$ cat src/rtl/reg_dump_pkg.sv
// Shared types and default sizes for the register bank dump reader.
package reg_dump_pkg;
    localparam int WORD_SIZE    = 32;
    localparam int REG_ADDR_W   = 5;
    localparam int REG_TOTAL    = 32;
    localparam int DUMP_STATE_W = 3;

    typedef enum logic [DUMP_STATE_W-1:0] {
        IDLE = 3'd0,
        LOAD = 3'd1,
        SEND = 3'd2,
        CSUM = 3'd3,
        DONE = 3'd4
    } dump_state_t;
endpackage

$ cat src/rtl/reg_bank_dump_reader.sv
// Walks the register bank's second read port and streams every word out on valid/ready.
// Define REG_DUMP_CHECKSUM_EN to append an XOR checksum word after the last register.
module reg_bank_dump_reader
    import reg_dump_pkg::*;
#(
    parameter int WORD_SIZE  = reg_dump_pkg::WORD_SIZE,
    parameter int REG_ADDR_W = reg_dump_pkg::REG_ADDR_W,
    parameter int REG_TOTAL  = reg_dump_pkg::REG_TOTAL
) (
    input  logic                  clk,
    input  logic                  rst,
    input  logic                  start,
    output logic                  busy,
    output logic                  done,
    output logic [REG_ADDR_W-1:0] rd_addr,
    input  logic [WORD_SIZE-1:0]  rd_data,
    output logic                  out_valid,
    input  logic                  out_ready,
    output logic [WORD_SIZE-1:0]  out_data,
    output logic [REG_ADDR_W-1:0] out_index,
    output logic                  out_last
);

    dump_state_t           state_q, state_d;
    logic [REG_ADDR_W-1:0] idx;
    logic                  last_idx;

    assign last_idx = (idx == REG_ADDR_W'(REG_TOTAL - 1));

`ifdef REG_DUMP_CHECKSUM_EN
    logic [WORD_SIZE-1:0] csum;
`endif

    always_ff @(posedge clk or negedge rst) begin
        if (!rst) state_q <= IDLE;
        else      state_q <= state_d;
    end

    always_comb begin
        state_d = state_q;
        done    = 1'b0;
        rd_addr = idx;
        case (state_q)
            IDLE: begin
                rd_addr = '0;
                if (start) state_d = LOAD;
            end
            LOAD: state_d = SEND;
            SEND: begin
                if (out_ready) begin
`ifdef REG_DUMP_CHECKSUM_EN
                    state_d = last_idx ? CSUM : LOAD;
`else
                    state_d = last_idx ? DONE : LOAD;
`endif
                end
            end
`ifdef REG_DUMP_CHECKSUM_EN
            CSUM: if (out_valid && out_ready) state_d = DONE;
`endif
            DONE: begin
                done    = 1'b1;
                state_d = IDLE;
            end
            default: state_d = IDLE;
        endcase
    end

    always_ff @(posedge clk or negedge rst) begin
        if (!rst) begin
            idx       <= '0;
            busy      <= 1'b0;
            out_valid <= 1'b0;
            out_data  <= '0;
            out_index <= '0;
            out_last  <= 1'b0;
`ifdef REG_DUMP_CHECKSUM_EN
            csum      <= '0;
`endif
        end else begin
            case (state_q)
                IDLE: begin
                    if (start) begin
                        idx  <= '0;
                        busy <= 1'b1;
`ifdef REG_DUMP_CHECKSUM_EN
                        csum <= '0;
`endif
                    end
                end
                LOAD: begin
                    // Capture here so later bank writes to this register are not seen.
                    out_data  <= rd_data;
                    out_index <= idx;
                    out_valid <= 1'b1;
`ifdef REG_DUMP_CHECKSUM_EN
                    out_last  <= 1'b0;
                    csum      <= csum ^ rd_data;
`else
                    out_last  <= last_idx;
`endif
                end
                SEND: begin
                    if (out_ready) begin
                        out_valid <= 1'b0;
                        out_last  <= 1'b0;
                        if (!last_idx) idx <= idx + 1'b1;
                    end
                end
`ifdef REG_DUMP_CHECKSUM_EN
                CSUM: begin
                    // First cycle presents the checksum, then it waits for the handshake.
                    if (!out_valid) begin
                        out_data  <= csum;
                        out_index <= '0;
                        out_last  <= 1'b1;
                        out_valid <= 1'b1;
                    end else if (out_ready) begin
                        out_valid <= 1'b0;
                        out_last  <= 1'b0;
                    end
                end
`endif
                DONE: busy <= 1'b0;
                default: ;
            endcase
        end
    end

endmodule

$ cat config.mk
export PLATFORM = sky130hd
export DESIGN_NAME = reg_bank_dump_reader
export DESIGN_NICKNAME = d
export VERILOG_FILES = /design/src/rtl/reg_dump_pkg.sv /design/src/rtl/reg_bank_dump_reader.sv
export SDC_FILE = /design/constraint.sdc
export NUM_CORES = 1
export LEC_CHECK = 0
export CAP_MARGIN = 0
export CORE_MARGIN = 3
export CORE_UTILIZATION = 26
export CTS_CLUSTER_SIZE = 16
export DETAILED_ROUTE_END_ITERATION = 8
export PLACE_DENSITY_LB_ADDON = 0.25
export SETUP_SLACK_MARGIN = 0.2
export SYNTH_ARGS = -nofsm -noshare
export SYNTH_HDL_FRONTEND = slang
export SYNTH_SLANG_ARGS = --single-unit
$ cat constraint.sdc
create_clock -name clk -period 6.34 [get_ports clk]
set_clock_uncertainty 0.2 [all_clocks]
set_input_delay 1.268 -clock clk [delete_from_list [all_inputs] [get_ports clk]]
set_output_delay 1.268 -clock clk [all_outputs]
set_load 0.01 [all_outputs]
==> run metrics, run 1 <==
outcome=finished clean; GRT overflow=0; synthesized cell area=1926 um^2; Main synth FF type=dfrtp_1; top cells by area, synth=dfrtp_1 (62%), mux2_2 (20%), mux2_1 (1.8%), buf_4 (1.6%), ha_1 (1.3%); CP Data Arrival Time=1.80 ns; final setup fails=0; PortBufs=81; routability cong.=between 0.7 and 0.8; delay-heaviest family, CP=simple AND/OR/NAND/NOR gates; XOR/XNOR share of the synthesized area=0%; leading area contributor after synthesis=dfrtp_1; adder-cell share of the synthesized area=1.300%; critical path peak fanout=6; most common library cells after synthesis=dfrtp_1 (48), mux2_2 (34), nor2_1 (6), inv_1 (5); maximum VDD drop=0.1151 mV; min Tclk post-route=3.265 ns; Antenna Nets Post-Route=0; routed vias/inst=4.184; CP max stage cell=clkdlybuf4s50_1; total die area=8475 um^2; GR Util All Layers=10.54%; worst skew pair latency=0.29 ns; area occupied by multi-input gates=between 600 and 700 um^2; mux cell area share after synthesis=22.68%; CTS tree=built; CTS hold repair buffers=0; Clock Path Buffers=2; sequential power share=39.3%; WP buf/inv=1; cells after synthesis=132; worst slew pin tran=0.9827 ns; Synth top area share=between 60% and 70%; initial cell density of the core=~28%; switching power=between 300 and 400 uW; critical path cell sequence=nor3_1, nor2_1, clkdlybuf4s50_1; routed via count=1318; Reg area=1201 um^2; fillcell total=697; number of CTS-inserted buffers=5; I/O pin total=82; post-CTS sizing=0; Routed WL=4.339 mm; post-synthesis compound-gate area fraction=3.834%; largest family of logic cells by synthesized area=multiplexers; largest net degree at the start of global routing=49; asr flop ratio synth=between 90% and 100%; library cells used by synthesis=27; DRC violations left=0; critical path's largest stage delay=0.50 ns; CTS root buffer=clkbuf_8; RSZ-0062 raised after global routing=false; post-layout util=42.01%; Critical Setup Path Class=reg2out; slew margin rel.=34.41%; Clock Sinks=48; Net count, final=256; sequential fraction of the synthesis area=62.38%; final hold slack=0.2863 ns; die outline width=92.06 um; number of flops mapped to enable cells by yosys=0; TritonRoute pass-1 iters=3; H-tree depth=2; Final Hold Fails=0; Int Power=905.0 uW; combinational share of power=46.7%; ratio of cells with drive above 1 in the final layout=a little over a fifth; Hold Crit Class=reg2reg; Post-CTS Repair Setup Buffers=0; static leakage=1.212 nW; most frequent cell after synthesis=dfrtp_1; f_max=306.2 MHz; DR iter-0 viols=17; power share of the clock group=between 10% and 20%; CP Launch Point=state_q[2]$_DFFE_PN0P_; die height=92.06 um; Yosys Warn Count=0; Layout area overhead=52.31%; Worst setup EP type=primary output; Reg-to-Reg Start=state_q[2]$_DFFE_PN0P_; Post-Synth Simple-Gate Area=7.277%; max-cap viol count=0; total core area=6982 um^2; Synth Register Bits=48; hold_sp=out_valid$_DFFE_PN0P_; setup TNS=0 ns; Final Max Slew Viols=0; required time worst endpoint=between 4 and 5 ns; antenna violations before repair=0; vias in the first global route=1391; syn nets=170; row count=30; Net Sw Frac=30.61%; HPWL Detailed=3.182 mm; global-route wire length before repair=7.176 mm; P per Cell Area=444.7 nW/um^2; CTS clk-pin slew, worst paths=0.08 ns; final period utilization=51.50%; antenna cells=0; WL/cell=13.77 um; Setup crit start kind=register; Syn Area/Cell=approximately 15 um^2
-- kinds of logic (layout without fill, tap and decap cells) --
group                    after synthesis  count (layout)
buffers and inverters                  9              96
flip-flops                            48              48
AO/OA/AOI/OAI                         10              10
multiplexers                          39              39
AND/OR/NAND/NOR                       24              24
adder cells (fa/ha/maj)                2               2
-- flip-flops by register name, summed over array words and instances, names as in the netlist --
| register | cells |
|---|---|
| idx | 5 |
| out_index | 5 |
| out_data | 32 |
| busy | 1 |
| out_last | 1 |
| state_q | 3 |
| out_valid | 1 |
-- path summary, 6_finish.rpt --
| check | slack (ns) | endpoint | depth (start not counted) |
|---|---|---|---|
| max in group asynchronous | 4.65 | out_valid$_DFFE_PN0P_ | 2 |
| min in group asynchronous | 0.86 | out_data[25]$_DFFE_PN0P_ | 2 |
| setup / recovery | 3.07 | rd_addr[1] | 3 |
| hold / removal | 0.29 | out_valid$_DFFE_PN0P_ | 1 |
| hold reg to reg | 0.29 | out_valid$_DFFE_PN0P_ | 1 |
| setup reg to reg | 3.89 | out_data[15]$_DFFE_PN0P_ | 3 |
-- cells in the final DEF (no fill, tap or decap), drive strengths merged --
master	instances
buf	3
nand3	1
nand2	4
mux2	37
clkbuf	8
a211oi	1
a31oi	1
nor2	6
nand3b	1
nor2b	2
and2	1
ha	2
nand2b	2
a41oi	1
inv	5
a21oi	1
mux2i	2
and3	1
o21ai	2
a2bb2oi	1
nand4bb	1
nor3b	2
nor3	2
clkdlybuf4s50	80
a21boi	1
a21o	2
or3	1
dfrtp	48
-- worst register-to-register path: cells and delay by family (launching register included) --
kind                   cells  cell delay [ns]
muxes                      1             0.39
DFF                        1             0.47
buffers and inverters      1             0.45
and+or+nand+nor            1             0.85
-- power by group through the flow --
stage | clock, mW | combinational, mW | sequential [mW]
global placement | 0 | 0.620 | 0.516
global route | 0.207 | 0.656 | 0.534
detailed placement | 0 | 0.622 | 0.521
floorplan | 0 | 0.248 | 0.569
finish | 0.182 | 0.609 | 0.513
CTS | 0.196 | 0.624 | 0.515
-- metrics by stage --
step / instance area (um^2) / power (mW) / setup slack (ns) / std cells
CTS: 2933 / 1.334 / 3.041 / 315
detailed placement: 2843 / 1.143 / 3.373 / 307
global route: 2933 / 1.397 / 2.890 / 315
finish: 2933 / 1.304 / 3.075 / 315
global placement: 2843 / 1.136 / 3.405 / 307
floorplan: 1926 / 0.8170 / 3.933 / 132
-- metal layers --
metal / wire, um / GRT usage (%)
met3: 164 / 2.215
met4: 65 / 3.713
met5: 0 / 0
met1: 1769 / 12.45
met2: 2339 / 18.80
-- layout make-up --
cell class	instances	share of cell area (%)
clock buffers	8	3.072
inverters	5	0.6399
multi-input cells	75	23.25
flip-flops and latches	48	40.96
well taps	96	4.096
repair buffers	83	27.99
(Power assumes the default switching activity.)
==> run 2, diff against run 1 <==
clock period = 3.3 ns   (was 6.34 ns; I/O delays follow)
==> run 2 against run 1 <==
Effect of this change: register-to-register slack got worse by 2.9 ns; worst setup slack got worse by 2.5 ns; hold slack got worse by 0.19 ns; first-iteration DRC count rose to 2.6 times the previous value; non-clock buffer count rose by 1; die area did not move; sequential cell count did not move; sequential share of layout area fell by 0.35 points; largest cell class unchanged.
==> run metrics, run 2 (synthesized netlist as in run 1, its figures left out) <==
Final Max Slew Viols=0; die height=92.06 um; routability cong.=just over 0.7; Routed WL=4.440 mm; Worst setup EP type=primary output; final instance area=2958 um^2; die outline width=roughly 92 um; total die area=8475 um^2; min Tclk post-route=2.681 ns; static leakage=1.227 nW; Net count, final=257; slew margin rel.=65.34%; RSZ-0062 raised after global routing=false; Clock Sinks=48; row count=30; Antenna Nets Post-Route=0; required time worst endpoint=~2.4 ns; Hold Crit Class=in2async; final setup fails=0; GR Util All Layers=11.02%; P per Cell Area=874.3 nW/um^2; Post-DP Area=around 2900 um^2; outcome=finished clean; total core area=6982 um^2; antenna violations before repair=0; Clock Path Buffers=2; critical path peak fanout=6; CTS clk-pin slew, worst paths=0.09 ns; WL/cell=14.05 um; DR iter-0 viols=44; H-tree depth=2; ratio of cells with drive above 1 in the final layout=a little over a fifth; routed vias/inst=4.269; r2r worst-path depth=6; DRC violations left=0; setup TNS=0 ns; largest register by flop count=out_data; initial cell density of the core=27.58%; Setup crit start kind=register; Largest register FFs=32; CP Data Arrival Time=1.82 ns; global-route wire length before repair=7.452 mm; GRT overflow=0; worst skew pair latency=0.30 ns; critical path's largest stage delay=0.49 ns; largest net degree at the start of global routing=30; worst slew pin tran=roughly 0.52 ns; Cell Count, Final, Fillers Out=316; TritonRoute pass-1 iters=2; top flop regs=out_data x32, idx x5, out_index x5; CTS hold repair buffers=0; CTS root buffer=clkbuf_8; PortBufs=81; number of CTS-inserted buffers=5; dpl cells=308; Post-CTS Repair Setup Buffers=0; maximum VDD drop=0.2996 mV; Final Hold Fails=0; post-CTS sizing=0; final period utilization=81.26%; Layout area overhead=53.61%; CTS tree=built; I/O pin total=82; WP buf/inv=1; f_max=372.9 MHz; CP max stage cell=clkdlybuf4s50_1; R2R setup slack=about 1 ns; antenna cells=0; RR Endpoint=idx[4]$_DFFE_PN0P_; routed via count=1349; max-cap viol count=0; Critical Setup Path Class=reg2out; delay-heaviest family, CP=simple AND/OR/NAND/NOR gates; critical path cell sequence=nor3_1, nor2b_1, clkdlybuf4s50_1; fillcell total=slightly below 700; area occupied by multi-input gates=681.9 um^2; Reg area=1201 um^2; vias in the first global route=1442; commonest non-fill, non-tap cell in the layout=clkdlybuf4s50_1; Reg-to-Reg Start=idx[0]$_DFFE_PN0P_; commonest cells after routing, fill and taps aside=clkdlybuf4s50_1 (80), dfrtp_1 (48), mux2_2 (34); post-layout util=42.37%; HPWL Detailed=3.304 mm
==> run 2: how the worst max path moves through the flow <==
stage | endpoint | depth (start not counted) | slack, ns | from
after floorplan | idx[1]$_DFFE_PN0P_ | 6 | 1.27 | idx[0]$_DFFE_PN0P_
after global placement | idx[4]$_DFFE_PN0P_ | 4 | 0.96 | out_ready
after detailed placement | idx[4]$_DFFE_PN0P_ | 4 | 0.92 | out_ready
after CTS | rd_addr[3] | 3 | 0.60 | state_q[2]$_DFFE_PN0P_
after global routing | rd_addr[2] | 3 | 0.50 | state_q[2]$_DFFE_PN0P_
final | rd_addr[3] | 3 | 0.62 | state_q[2]$_DFFE_PN0P_
==> run 2: layer usage <==
metal / up-vias / track usage, % / wire length (um)
li1: 637 / - / -
met1: 679 / 13.79 / 1930
met2: 27 / 18.92 / 2281
met3: 6 / 1.723 / 150
met4: 0 / 4.455 / 77
met5: - / 0 / 0
==> run 2: final cells by class <==
| type | instances | share of cell area [%] |
|---|---|---|
| sequential | 48 | 40.61 |
| timing repair buffer | 84 | 28.00 |
| multi-input combinational | 75 | 23.05 |
| tap | 96 | 4.061 |
| clock buffer | 6 | 2.453 |
| clock inverter | 2 | 1.184 |
| inverter | 5 | 0.6345 |
==> run 2: worst reg2reg max path, stage by stage (launching register included) <==
cell and delay, ns:
dfrtp_1 0.43, ha_1 0.24, and3_1 0.19, ha_1 0.24
nand3b_1 0.19, a211oi_2 0.50, mux2i_1 0.25
==> run 2: through the flow <==
step / total power [mW] / worst slack, ns / hold slack (ns)
5_1_grt: 2.754 / 0.4971 / 0.1310
2_1_floorplan: 1.570 / 1.265 / 0.1644
6_report: 2.586 / 0.6185 / 0.09221
3_3_place_gp: 2.192 / 0.9618 / 0.2607
4_1_cts: 2.634 / 0.5983 / 0.1142
3_5_place_dp: 2.205 / 0.9196 / 0.2698
==> run 2: report_power, final <==
part	total (mW)	internal, mW	switching, mW
sequential	0.986	0.841	0.146
combinational	1.18	0.732	0.448
clock	0.420	0.225	0.195
==> run 3, diff against run 2 <==
clock period = 2.17 ns   (was 3.3 ns; I/O delays follow)
==> run 3 against run 2 <==
Effect of this change: global-route usage is 0.25 points lower; hold slack gained 0.19 ns; routed wire length grew 2.0%; count of clock-buffer cells in the layout is the same; cell count increased by 6.0%; register-to-register slack worse by 0.81 ns; sequential power up 51%; cell area grew 6.2%; clock power rose by 18%; worst setup slack worse by 0.45 ns; sequential cell count stayed put; sequential share of layout area down 2.3 points; critical endpoint is now idx[0]$_DFFE_PN0P_; largest cell class unchanged.
==> run metrics, run 3 (synthesized netlist as in run 1, its figures left out) <==
outcome=finished clean; DRC violations left=0; RR Endpoint=idx[0]$_DFFE_PN0P_; static leakage=1.330 nW; setup TNS=0 ns; die outline width=92.06 um; CTS clk-pin slew, worst paths=~0.08 ns; final hold slack=0.2863 ns; I/O pin total=between 80 and 90; P per Cell Area=1296 nW/um^2; final worst slack=0.1669 ns; die height=92.06 um; final period utilization=around 92%; Clock Path Buffers=2; PortBufs=between 80 and 90; Critical Setup Path Class=reg2reg; critical path cell sequence=ha_2, and3_4, ha_4, nand3b_1, a211oi_4, buf_4, o21ai_2; antenna cells=0; largest register by flop count=out_data; r2r worst-path depth=7; total core area=6982 um^2; commonest non-fill, non-tap cell in the layout=clkdlybuf4s50_1; min Tclk post-route=around 2 ns; Setup crit start kind=register; worst skew pair latency=0.29 ns; Final Max Slew Viols=0; max-cap viol count=0; Routed WL=roughly 4.5 mm; commonest cells after routing, fill and taps aside=clkdlybuf4s50_1 (74), dfrtp_1 (47), mux2_2 (34); final instance area=~3100 um^2; vias in the first global route=1534; worst slew pin tran=slightly above 0.5 ns; CP Data Arrival Time=1.99 ns; CP max stage cell=dfrtp_1; HPWL Detailed=3.130 mm; Reg-to-Reg Start=idx[1]$_DFFE_PN0P_; WL/cell=13.53 um; f_max=499.2 MHz; Net count, final=277; ratio of cells with drive above 1 in the final layout=34.73%; critical path's largest stage delay=a little over 0.4 ns; number of CTS-inserted buffers=5; Clock Sinks=48; CTS tree=built; hold_sp=out_valid$_DFFE_PN0P_; H-tree depth=2; critical path peak fanout=5; total die area=8475 um^2; final setup fails=0; WHS Endpoint=out_valid$_DFFE_PN0P_; TritonRoute pass-1 iters=2; maximum VDD drop=roughly 0.56 mV; row count=30; global-route wire length before repair=7.334 mm; Worst setup EP type=register; routability cong.=0.7248; Antenna Nets Post-Route=0; Largest register FFs=32; routed vias/inst=4.236; hold depth=1; Hold Crit Class=reg2reg; antenna violations before repair=0; DR iter-0 viols=23; CTS root buffer=clkbuf_8; Final Hold Fails=0; Layout area overhead=63.09%; GR Util All Layers=10.78%; CP Launch Point=idx[1]$_DFFE_PN0P_; Post-DP Area=2910 um^2; slew margin rel.=about 66%; initial cell density of the core=27.58%; GRT overflow=0; largest net degree at the start of global routing=42; required time worst endpoint=2.15 ns; top flop regs=out_data x32, idx x5, out_index x5; routed via count=1419; RSZ-0062 raised after global routing=true; worst slack, placed=0.07149 ns; R2R setup slack=0.17 ns
==> run 3: cell count changes in the layout (fill, tap and decap cells not counted), sizes merged <==
cell / delta
dlygate4sd3: +1
clkdlybuf4s50: -6
bufinv: -1
buf: +23
clkbuf: +2
==> run 3: what timing repair did <==
item	CTS	global route
resized for setup	21	18
pin swaps	4	3
hold endpoints to repair	20	0
setup buffers	9	5
hold buffers	1	0
setup endpoints to repair	11	11
cloned	0	0
==> run 3: final cells by class <==
| cell class | instances | area, um^2 |
|---|---|---|
| Timing Repair Buffer | 104 | 977.2 |
| Clock inverter | 1 | 5.005 |
| Multi-Input combinational cell | 75 | 744.5 |
| Inverter | 5 | 18.77 |
| Tap cell | 96 | 120.1 |
| Sequential cell | 48 | 1202 |
| Fill cell | 670 | 3841 |
| Clock buffer | 6 | 72.57 |
==> run 3: worst max-delay path: cells and delay by family, from the launching register on <==
| kind | cells | cell delay, ns |
|---|---|---|
| adders and majority gates | 2 | 0.33 |
| buffers and inverters | 1 | 0.19 |
| and+or+nand+nor | 2 | 0.37 |
| DFF | 1 | 0.41 |
| AOI/OAI and AO/OA | 2 | 0.40 |
==> run 3: how the worst max path moves through the flow <==
stage                          to  slack [ns]  cells after the start
2_1_floorplan  idx[1]$_DFFE_PN0P_        0.22                      6
3_3_place_gp   idx[1]$_DFFE_PN0P_        0.10                      6
3_5_place_dp   idx[1]$_DFFE_PN0P_        0.07                      6
4_1_cts                rd_addr[3]        0.08                      5
5_1_grt        idx[4]$_DFFE_PN0P_        0.08                      6
6_report       idx[0]$_DFFE_PN0P_        0.17                      7
==> run 3: per-layer routing <==
metal	vias to the layer above	wire length (um)	part of all wire (%)	track usage, %
met5	-	0	0	0
met4	0	23	0.51	3.342
met3	2	488	11	5.660
met2	58	2023	45	15.45
met1	688	1996	44	14.00
li1	671	-	-	-
==> run 3: stage by stage <==
stage / util [%] / power, mW / std cells
after global placement: 41.68 / 3.387 / 313
after floorplan: - / 2.399 / 132
final: 44.98 / 4.069 / 335
after detailed placement: 41.68 / 3.405 / 313
after global routing: 44.98 / 4.344 / 335
after CTS: 44.23 / 4.027 / 330
==> run 3: where the power goes <==
group	switching [mW]	internal (mW)	total [mW]	leakage [nW]
Combinational	0.781	1.30	2.08	0.705
Sequential	0.210	1.28	1.49	0.584
Clock	0.275	0.220	0.495	0.0410
Total	1.27	2.80	4.07	1.33
